==> src/rtl/square_sweep_channel.sv <==
// Duty-cycle square channel: sweep, envelope and length counter. Amp is registered one cycle behind the step/volume state.
// No backpressure: the ticks are one-cycle enables and every output is a free-running level or pulse.
module square_sweep_channel #(
    parameter int FREQ_W    = 11,
    parameter int LEN_W     = 6,
    parameter int VOL_W     = 4,
    parameter int ENV_PER_W = 3,
    parameter int SWEEP_EN  = 1,
    parameter int SWP_PER_W = 3,
    parameter int SHIFT_W   = 3
) (
    input  logic                 ajer_2mhz,
    input  logic                 apu_reset,
    input  logic                 tick_freq,
    input  logic                 tick_len,
    input  logic                 tick_swp,
    input  logic                 tick_env,
    input  logic                 trigger,
    input  logic                 len_wr,
    input  logic [LEN_W-1:0]     len_init,
    input  logic                 len_en,
    input  logic [1:0]           duty,
    input  logic [FREQ_W-1:0]    freq,
    input  logic [VOL_W-1:0]     vol_init,
    input  logic                 env_up,
    input  logic [ENV_PER_W-1:0] env_per,
    input  logic [SWP_PER_W-1:0] swp_per,
    input  logic                 swp_neg,
    input  logic [SHIFT_W-1:0]   swp_shift,
    output logic [FREQ_W-1:0]    freq_out,
    output logic                 freq_upd,
    output logic                 active,
    output logic                 dac_en,
    output logic [VOL_W-1:0]     amp
);

    localparam logic [SWP_PER_W:0] SWP_FULL = {1'b1, {SWP_PER_W{1'b0}}};
    localparam logic [FREQ_W:0]    FREQ_MAX = {1'b0, {FREQ_W{1'b1}}};

    logic [FREQ_W-1:0]    timer_q, timer_d;
    logic [2:0]           step_q, step_d;
    logic [LEN_W-1:0]     len_cnt_q, len_cnt_d;
    logic                 len_halt_q, len_halt_d;
    logic [VOL_W-1:0]     vol_q, vol_d;
    logic [ENV_PER_W-1:0] env_cnt_q, env_cnt_d;
    logic [SWP_PER_W-1:0] swp_cnt_q, swp_cnt_d;
    logic [FREQ_W-1:0]    shadow_q, shadow_d;
    logic                 swp_on_q, swp_on_d;
    logic                 ovf_chk_q, ovf_chk_d;
    logic                 swept_q, swept_d;
    logic                 active_q, active_d;
    logic [VOL_W-1:0]     amp_q, amp_d;
    logic [FREQ_W-1:0]    freq_out_q, freq_out_d;
    logic                 freq_upd_q, freq_upd_d;

    logic [ENV_PER_W:0]   env_inc;
    logic [SWP_PER_W:0]   swp_inc;
    logic [SWP_PER_W:0]   swp_per_eff;
    logic [FREQ_W:0]      swp_base;
    logic [FREQ_W:0]      swp_n;
    logic                 swp_ovf;
    logic                 swp_ovf2;

    function automatic logic duty_bit(input logic [1:0] d, input logic [2:0] s);
        logic b;
        case (d)
            2'd0:    b = (s == 3'd7);
            2'd1:    b = (s == 3'd0) || (s == 3'd7);
            2'd2:    b = (s == 3'd0) || (s >= 3'd5);
            default: b = (s != 3'd0) && (s != 3'd7);
        endcase
        return b;
    endfunction

    assign dac_en = (vol_init != '0) || env_up;

    // Sweep target from the shadow, plus the follow-up check on that target.
    always_comb begin
        swp_base    = {1'b0, shadow_q};
        swp_n       = swp_neg ? (swp_base - (swp_base >> swp_shift))
                              : (swp_base + (swp_base >> swp_shift));
        swp_ovf     = !swp_neg && (swp_n > FREQ_MAX);
        swp_ovf2    = !swp_neg &&
                      (({1'b0, swp_n[FREQ_W-1:0]} + ({1'b0, swp_n[FREQ_W-1:0]} >> swp_shift)) > FREQ_MAX);
        env_inc     = {1'b0, env_cnt_q} + (ENV_PER_W+1)'(1);
        swp_inc     = {1'b0, swp_cnt_q} + (SWP_PER_W+1)'(1);
        swp_per_eff = (swp_per == '0) ? SWP_FULL : {1'b0, swp_per};
    end

    always_comb begin
        timer_d    = timer_q;
        step_d     = step_q;
        len_cnt_d  = len_cnt_q;
        len_halt_d = len_halt_q;
        vol_d      = vol_q;
        env_cnt_d  = env_cnt_q;
        swp_cnt_d  = swp_cnt_q;
        shadow_d   = shadow_q;
        swp_on_d   = swp_on_q;
        ovf_chk_d  = 1'b0;
        swept_d    = swept_q;
        active_d   = active_q;
        freq_out_d = freq_out_q;
        freq_upd_d = 1'b0;

        if (trigger) begin
            active_d   = 1'b1;
            timer_d    = freq;
            vol_d      = vol_init;
            env_cnt_d  = '0;
            swp_cnt_d  = '0;
            shadow_d   = freq;
            freq_out_d = freq;
            swept_d    = 1'b0;
            swp_on_d   = (SWEEP_EN != 0) && ((swp_per != '0) || (swp_shift != '0));
            ovf_chk_d  = (SWEEP_EN != 0) && (swp_shift != '0);
        end else begin
            // Until the sweep writes a value, register writes flow through to the next reload.
            if (active_q && !swept_q) begin
                shadow_d   = freq;
                freq_out_d = freq;
            end

            if (tick_freq) begin
                if (&timer_q) begin
                    timer_d = freq_out_q;
                    step_d  = step_q + 3'd1;
                end else begin
                    timer_d = timer_q + FREQ_W'(1);
                end
            end

            if (len_wr) begin
                len_cnt_d  = len_init;
                len_halt_d = 1'b0;
            end else if (tick_len && len_en && !len_halt_q) begin
                if (&len_cnt_q) begin
                    len_cnt_d  = '0;
                    len_halt_d = 1'b1;
                    active_d   = 1'b0;
                end else begin
                    len_cnt_d = len_cnt_q + LEN_W'(1);
                end
            end

            if (tick_env && (env_per != '0)) begin
                if (env_inc >= {1'b0, env_per}) begin
                    env_cnt_d = '0;
                    if (env_up && (vol_q != '1)) begin
                        vol_d = vol_q + VOL_W'(1);
                    end else if (!env_up && (vol_q != '0)) begin
                        vol_d = vol_q - VOL_W'(1);
                    end
                end else begin
                    env_cnt_d = env_inc[ENV_PER_W-1:0];
                end
            end

            if (SWEEP_EN != 0) begin
                if (ovf_chk_q && swp_ovf) begin
                    active_d = 1'b0;
                end
                if (tick_swp && swp_on_q) begin
                    if (swp_inc >= swp_per_eff) begin
                        swp_cnt_d = '0;
                        if (swp_ovf) begin
                            active_d = 1'b0;
                        end else if ((swp_shift != '0) && (swp_per != '0)) begin
                            shadow_d   = swp_n[FREQ_W-1:0];
                            freq_out_d = swp_n[FREQ_W-1:0];
                            freq_upd_d = 1'b1;
                            swept_d    = 1'b1;
                            if (swp_ovf2) begin
                                active_d = 1'b0;
                            end
                        end
                    end else begin
                        swp_cnt_d = swp_inc[SWP_PER_W-1:0];
                    end
                end
            end
        end

        if (!dac_en) begin
            active_d = 1'b0;
        end

        // Blank for the trigger cycle so a restart never emits one sample of the old volume.
        if (trigger) begin
            amp_d = '0;
        end else if (active_q && duty_bit(duty, step_q)) begin
            amp_d = vol_q;
        end else begin
            amp_d = '0;
        end
    end

    always_ff @(posedge ajer_2mhz) begin
        if (apu_reset) begin
            timer_q    <= '0;
            step_q     <= '0;
            len_cnt_q  <= '0;
            len_halt_q <= 1'b0;
            vol_q      <= '0;
            env_cnt_q  <= '0;
            swp_cnt_q  <= '0;
            shadow_q   <= '0;
            swp_on_q   <= 1'b0;
            ovf_chk_q  <= 1'b0;
            swept_q    <= 1'b0;
            active_q   <= 1'b0;
            amp_q      <= '0;
            freq_out_q <= '0;
            freq_upd_q <= 1'b0;
        end else begin
            timer_q    <= timer_d;
            step_q     <= step_d;
            len_cnt_q  <= len_cnt_d;
            len_halt_q <= len_halt_d;
            vol_q      <= vol_d;
            env_cnt_q  <= env_cnt_d;
            swp_cnt_q  <= swp_cnt_d;
            shadow_q   <= shadow_d;
            swp_on_q   <= swp_on_d;
            ovf_chk_q  <= ovf_chk_d;
            swept_q    <= swept_d;
            active_q   <= active_d;
            amp_q      <= amp_d;
            freq_out_q <= freq_out_d;
            freq_upd_q <= freq_upd_d;
        end
    end

    assign freq_out = freq_out_q;
    assign freq_upd = freq_upd_q;
    assign active   = active_q;
    assign amp      = amp_q;

endmodule
==> config.mk <==
export PLATFORM = sky130hd
export DESIGN_NAME = square_sweep_channel
export DESIGN_NICKNAME = d
export VERILOG_FILES = /design/src/rtl/square_sweep_channel.sv
export SDC_FILE = /design/constraint.sdc
export NUM_CORES = 1
export LEC_CHECK = 0
export CAP_MARGIN = 5
export CELL_PAD_IN_SITES_DETAIL_PLACEMENT = 1
export CELL_PAD_IN_SITES_GLOBAL_PLACEMENT = 2
export CORE_MARGIN = 4
export CORE_UTILIZATION = 31
export CTS_BUF_LIST = sky130_fd_sc_hd__clkbuf_2 sky130_fd_sc_hd__clkbuf_4 sky130_fd_sc_hd__clkbuf_8
export CTS_CLUSTER_SIZE = 14
export DETAILED_ROUTE_END_ITERATION = 12
export GPL_ROUTABILITY_DRIVEN = 0
export HOLD_SLACK_MARGIN = 0.12
export PLACE_DENSITY = 0.77
export SYNTH_ARGS = -nofsm -noshare
export SYNTH_HDL_FRONTEND = slang
export SYNTH_SLANG_ARGS = --single-unit
==> constraint.sdc <==
create_clock -name ajer_2mhz -period 6.6 [get_ports ajer_2mhz]
set_clock_uncertainty 0.15 [all_clocks]
set_input_delay 1.32 -clock ajer_2mhz [delete_from_list [all_inputs] [get_ports ajer_2mhz]]
set_output_delay 1.32 -clock ajer_2mhz [all_outputs]
set_load 0.02 [all_outputs]
[Yosys cells after proc, flatten, opt, wreduce, memory -nomap -nowiden]
Cells that the tools add are included.
Operators by class
  bitwise gates (word level): 6
  reduce and logical (&&, ||, !) cells: 48
  shifts and indexed selects: 2
  add/sub/neg operators: 10
  mux-type cells: 43
  $lt $le $gt $ge: 5
  equal/unequal tests: 5
Operators with widths (number)
  two-way mux 11 bit: 15
  adder 11 x 12 -> 12 bit: 2
  > comparator 12 x 11 -> 1 bit, second input constant: 2
  two-way mux 4 bit: 6
  right shift 11 x 3 -> 12 bit: 2
  two-way mux 6 bit: 3
  two-way mux 1 bit: 15
  nonzero test 3 bit: 5
  logical AND 1 bit: 13
  AND reduction 13 bit: 1
  two-way mux 12 bit: 1
  subtractor 11 x 12 -> 12 bit: 1
  adder 11 x 1 -> 11 bit, second input constant: 1
  AND reduction 11 bit: 1
  nonzero test 2 bit: 5
  adder 3 x 1 -> 4 bit, second input constant: 2
  nonzero test 4 bit: 2
  adder 6 x 1 -> 6 bit, second input constant: 1
  zero test 3 bit: 2
  two-way mux 3 bit: 2
  NOT 1 bit: 6
  AND reduction 3 bit: 2
  AND reduction 6 bit: 1
  OR reduction 2 bit: 3
  19 further kinds: 25
Storage, ports and cells
  register bits: 62
  logic and storage cells: 134

[Depth between registers and ports, before layout]
  word-level depth: 13
  mapped depth: 30
  gate-level depth less buffers: 27

[Worst setup path after synthesis]
Ideal clock, no wire load.
  path kind: input to register
  start point: in swp_shift[0]
  end point: reg active_q, in the netlist active
  setup time: 0.095 ns
  buffers on the path: 3
  arrival: 6.388 ns
  slack: -0.034 ns
  stages on the path: 29
  cells stage by stage: buf_2 buf_2 buf_1 nand2_1 and3_1 a31oi_1 nand2_1 o21a_1 ha_1 nor2_1 a21oi_1 inv_1 ha_1 nor2b_1 o31ai_1 a21oi_1 a31oi_1 xnor2_1 mux4_2 and2_0 a31o_1 ha_1 a21o_1 a21oi_1 o21ai_0 a221o_1 a21oi_1 o221ai_1 a221oi_1
Between the ends
  longest elaborated chain between the ends: 13
  elaborated cells on any way between the ends: 20
  classes of those cells: add/sub (3); order compare (2); shift (2); mux (8); reduce/logical (5)
RTL lines
  from (decl): RTL line 29  | input logic [SHIFT_W-1:0] swp_shift,
  right shift 11 x 3 -> 12 bit: RTL line 80, 81
  adder 11 x 12 -> 12 bit / subtractor 11 x 12 -> 12 bit (equally long branches): RTL line 81, 80
  two-way mux 12 bit: RTL line 80  | swp_n = swp_neg ? (swp_base - (swp_base >> swp_shift))
  right shift 11 x 3 -> 12 bit / > comparator 12 x 11 -> 1 bit (equally long branches): RTL line 84, 82
  adder 11 x 12 -> 12 bit / logical AND 1 bit (equally long branches): RTL line 84, 82
  > comparator 12 x 11 -> 1 bit / logical AND 1 bit (equally long branches): RTL line 84, 160
  logical AND 1 bit / two-way mux 1 bit (equally long branches): RTL line 83, 160
  two-way mux 1 bit: RTL line 173  | if (swp_ovf2) begin
  two-way mux 1 bit: RTL line 168  | end else if ((swp_shift != '0) && (swp_per != '0)) begin
  two-way mux 1 bit: RTL line 166  | if (swp_ovf) begin
  two-way mux 1 bit: RTL line 164  | if (swp_inc >= swp_per_eff) begin
  two-way mux 1 bit *: RTL line 163  | if (tick_swp && swp_on_q) begin
  two-way mux 1 bit *: RTL line 106  | if (trigger) begin
  to (signal assigned): RTL line 227  | active_q <= active_d;
  to (decl): RTL line 51  | logic active_q, active_d;
Every way passes the cells marked *; elsewhere a longest branch is shown, timed or not.
A chain may end at the register's enable or synchronous reset.

[Worst setup path in the final report]
Same ends and word-level chain as after synthesis.

==> key figures <==
Power and ir drop
  – Sequential share of power: 28.0%
  – VDD IR-drop max: 0.0000980 V
  – P_leak: 0.00288 µW
  – Pwr Density: 229 nW/µm²
  – Combinational fraction of design power: 48.4%
  – Switching Power: 558 µW
  – Sw frac: 36.7%
  – Cell Int Power: 963 µW
  – Clock power frac: 23.6%
  – Total Power: 1520 µW

Global routing
  – Global route overflow: 0
  – Largest net degree at the start of global routing: 35
  – Wire length of the first global-routing pass: 29400 µm
  – Vias in the first global route: 5649
  – Initial antenna violation count: 0
  – All-Layer GR Usage: 19.6%

Routing
  – 1st-pass router iterations: 4
  – Vias per std cell: 5.42
  – Vias post-DR: 5351
  – # DRC: 0
  – Routed Antenna Nets: 0
  – Drt initial violations: 213
  – DRT Wirelength: 17700 µm
  – Average routed wire per standard cell: 17.9 µm

Worst setup path
  – CP Buf/Inv Count: 3
  – Reg2reg path depth: 27
  – Crit. End Element: flop
  – WP data required: 6.69 ns
  – Max stage delay on crit path: 0.40 ns
  – Slowest-stage cell, CP: ha_2
  – Startpoint Class: primary input
  – CP max FO: 7
  – CP Class: primary input to flop
  – Setup crit start: swp_shift[0]
  – Worst path most repeated cell: a21oi_1
  – R2r startpoint: shadow_q[7]
  – Reg2reg end: active
  – WP data arrival: 6.40 ns
  – R2R setup slack: 1.00 ns
  – CP delay by family, top: compound AO/OA/AOI/OAI gates

Synth
  – Post-Synthesis Cell Area: 5120 µm²
  – FFs w/ async S/R, synth: 0%
  – Post-Syn Instances: 654
  – Mean Syn Cell Area: 7.83 µm²
  – Seq/Total Area, Yosys: 24.2%
  – Synth cell types: 66
  – Syn. warnings: 0
  – Flops & latches, synth: 62
  – Syn nets: 742
  – Post-synth EDFFs: 0
  – Top_reg_cell synth: dfxtp_1

Place
  – Number of port buffers: 60
  – Dpl hpwl: 14200 µm

Clocking
  – Root Buffer: clkbuf_8
  – CTS clock-pin slew for the worst setup and hold paths: 0.07 ns
  – Num CTS Buffers: 9
  – Htree depth: 3
  – CTS sink cnt: 62
  – Clock latency on the worst-skew pair: 0.34 ns
  – Max clock buf depth: 2
  – CTS tree: built

Finish
  – Synthesis-to-layout area growth: 29.9%
  – Final core occ: 41.4%
  – Reg area: 1240 µm²
  – Most frequent cells in the layout: buf_4, nor2_1, a21oi_1
  – # nets final: 855
  – Number of fill cells: 1928
  – Footprint of the multi-input gates: 3630 µm²
  – Fraction of layout cells with a size suffix above 1: 15.4%
  – ANT cells: 0
  – Commonest non-fill, non-tap cell in the layout: buf_4

Timing
  – Final Setup Violations: 0
  – Fin Setup TNS: 0 ns
  – Count of final hold-check violations: 0
  – Max-slew headroom: 36.1%
  – Tmin final: 6.31 ns
  – Post-route clock period utilization: 95.6%
  – FMAX: 158 MHz
  – Worst slew pin tran: 0.946 ns
  – Final Max Slew Viols: 0

Floorplan
  – Initial core utilization: 31.9%
  – Row count: 46
  – IO Count: 61
  – Core footprint: 16100 µm²
  – Die width: 137 µm
  – Total die area: 18600 µm²
  – Die Y: 137 µm

Job
  – Max-Cap Viols: 0

Min path
  – Min-Delay Path Class: flop to flop
  – Worst Hold Depth: 2
  – Hold Crit Endpoint: swept_q
  – Hold Startpoint: swept_q

Status
  – Status: completed
## worst min-delay path, cell delays in order (launching register included)
cell     delay, ns
dfxtp_1       0.30
inv_1         0.06
a21oi_1       0.06
## synthesized netlist by cell type (9+ instances only)
| master | count | area share [%] |
|---|---|---|
| nand3_1 | 12 | 1.2 |
| a31oi_1 | 11 | 1.3 |
| o21ai_0 | 26 | 2.5 |
| dfxtp_1 | 62 | 24 |
| nor2_1 | 73 | 5.4 |
| nand2_1 | 59 | 4.3 |
| and3_1 | 13 | 1.6 |
| nor3_1 | 17 | 1.7 |
| xnor2_1 | 11 | 1.9 |
| clkbuf_1 | 22 | 1.6 |
| a21o_1 | 18 | 2.6 |
| inv_1 | 43 | 3.2 |
| a211oi_1 | 10 | 1.5 |
| a21oi_1 | 65 | 6.4 |
| mux2i_1 | 21 | 4.1 |
| xor2_1 | 11 | 1.9 |
| ha_1 | 43 | 11 |
| nand2b_1 | 9 | 1.1 |
## logic make-up after synthesis
family | after synthesis | synth area share [%]
buffers and inverters | 74 | 5.62
AOI/OAI and AO/OA | 200 | 27.1
and+or+nand+nor | 219 | 20.3
DFF | 62 | 24.2
muxes | 32 | 7.68
adders and majority gates | 45 | 11.3
xor gates and xnor gates | 22 | 3.76
## timing repair
item / in CTS / in global routing
setup endpoints to repair: 1 / 1
resized for setup: 2 / 13
pin swaps: 0 / 3
setup buffers: 0 / 2
hold buffers: 0 / 0
## flip-flops by register name (all words and copies together) (netlist names)
name / cells
active: 1
amp: 4
env_cnt_q: 3
freq_out: 11
freq_upd: 1
len_cnt_q: 6
len_halt_q: 1
ovf_chk_q: 1
shadow_q: 11
step_q: 3
swept_q: 1
swp_cnt_q: 3
swp_on_q: 1
timer_q: 11
vol_q: 4
## layer usage
| metal | up-vias | track usage [%] | routed length [µm] |
|---|---|---|---|
| li1 | 2621 | - | - |
| met1 | 2631 | 25.8 | 8200 |
| met2 | 83 | 34.1 | 8670 |
| met3 | 16 | 2.76 | 579 |
| met4 | 0 | 4.37 | 246 |
| met5 | - | 0 | 0 |
## per-stage QoR
step	cell area, µm²	setup slack [ns]	std cells	hold WS (ns)
after floorplan	5120	0.0851	654	0.281
after global placement	6400	-0.367	970	0.296
after detailed placement	6400	-0.577	970	0.310
after CTS	6600	0.0225	986	0.320
after global routing	6650	-0.0246	988	0.348
final	6650	0.289	988	0.316
## layout make-up
cell class / count / share of cell area (%)
clock inverters: 3 / 0.640
clock buffers: 13 / 2.50
inverters: 43 / 2.43
well taps: 216 / 4.06
repair buffers: 133 / 17.1
multi-input cells: 518 / 54.6
flip-flops and latches: 62 / 18.7
## worst max-delay path by stage
stage,end,slack (ns),depth (start not counted)
final,active,0.29,26
after global routing,active,-0.02,26
after detailed placement,active,-0.58,26
after floorplan,active,0.09,29
after CTS,active,0.02,27
after global placement,active,-0.37,25
## power groups by stage
stage	registers (µW)	logic [µW]	clock network [µW]
5_1_grt	431	817	382
3_5_place_dp	435	716	0
4_1_cts	426	720	369
6_report	427	736	358
2_1_floorplan	430	420	0
3_3_place_gp	434	687	0
No activity file was read; power rests on OpenSTA's default activity.
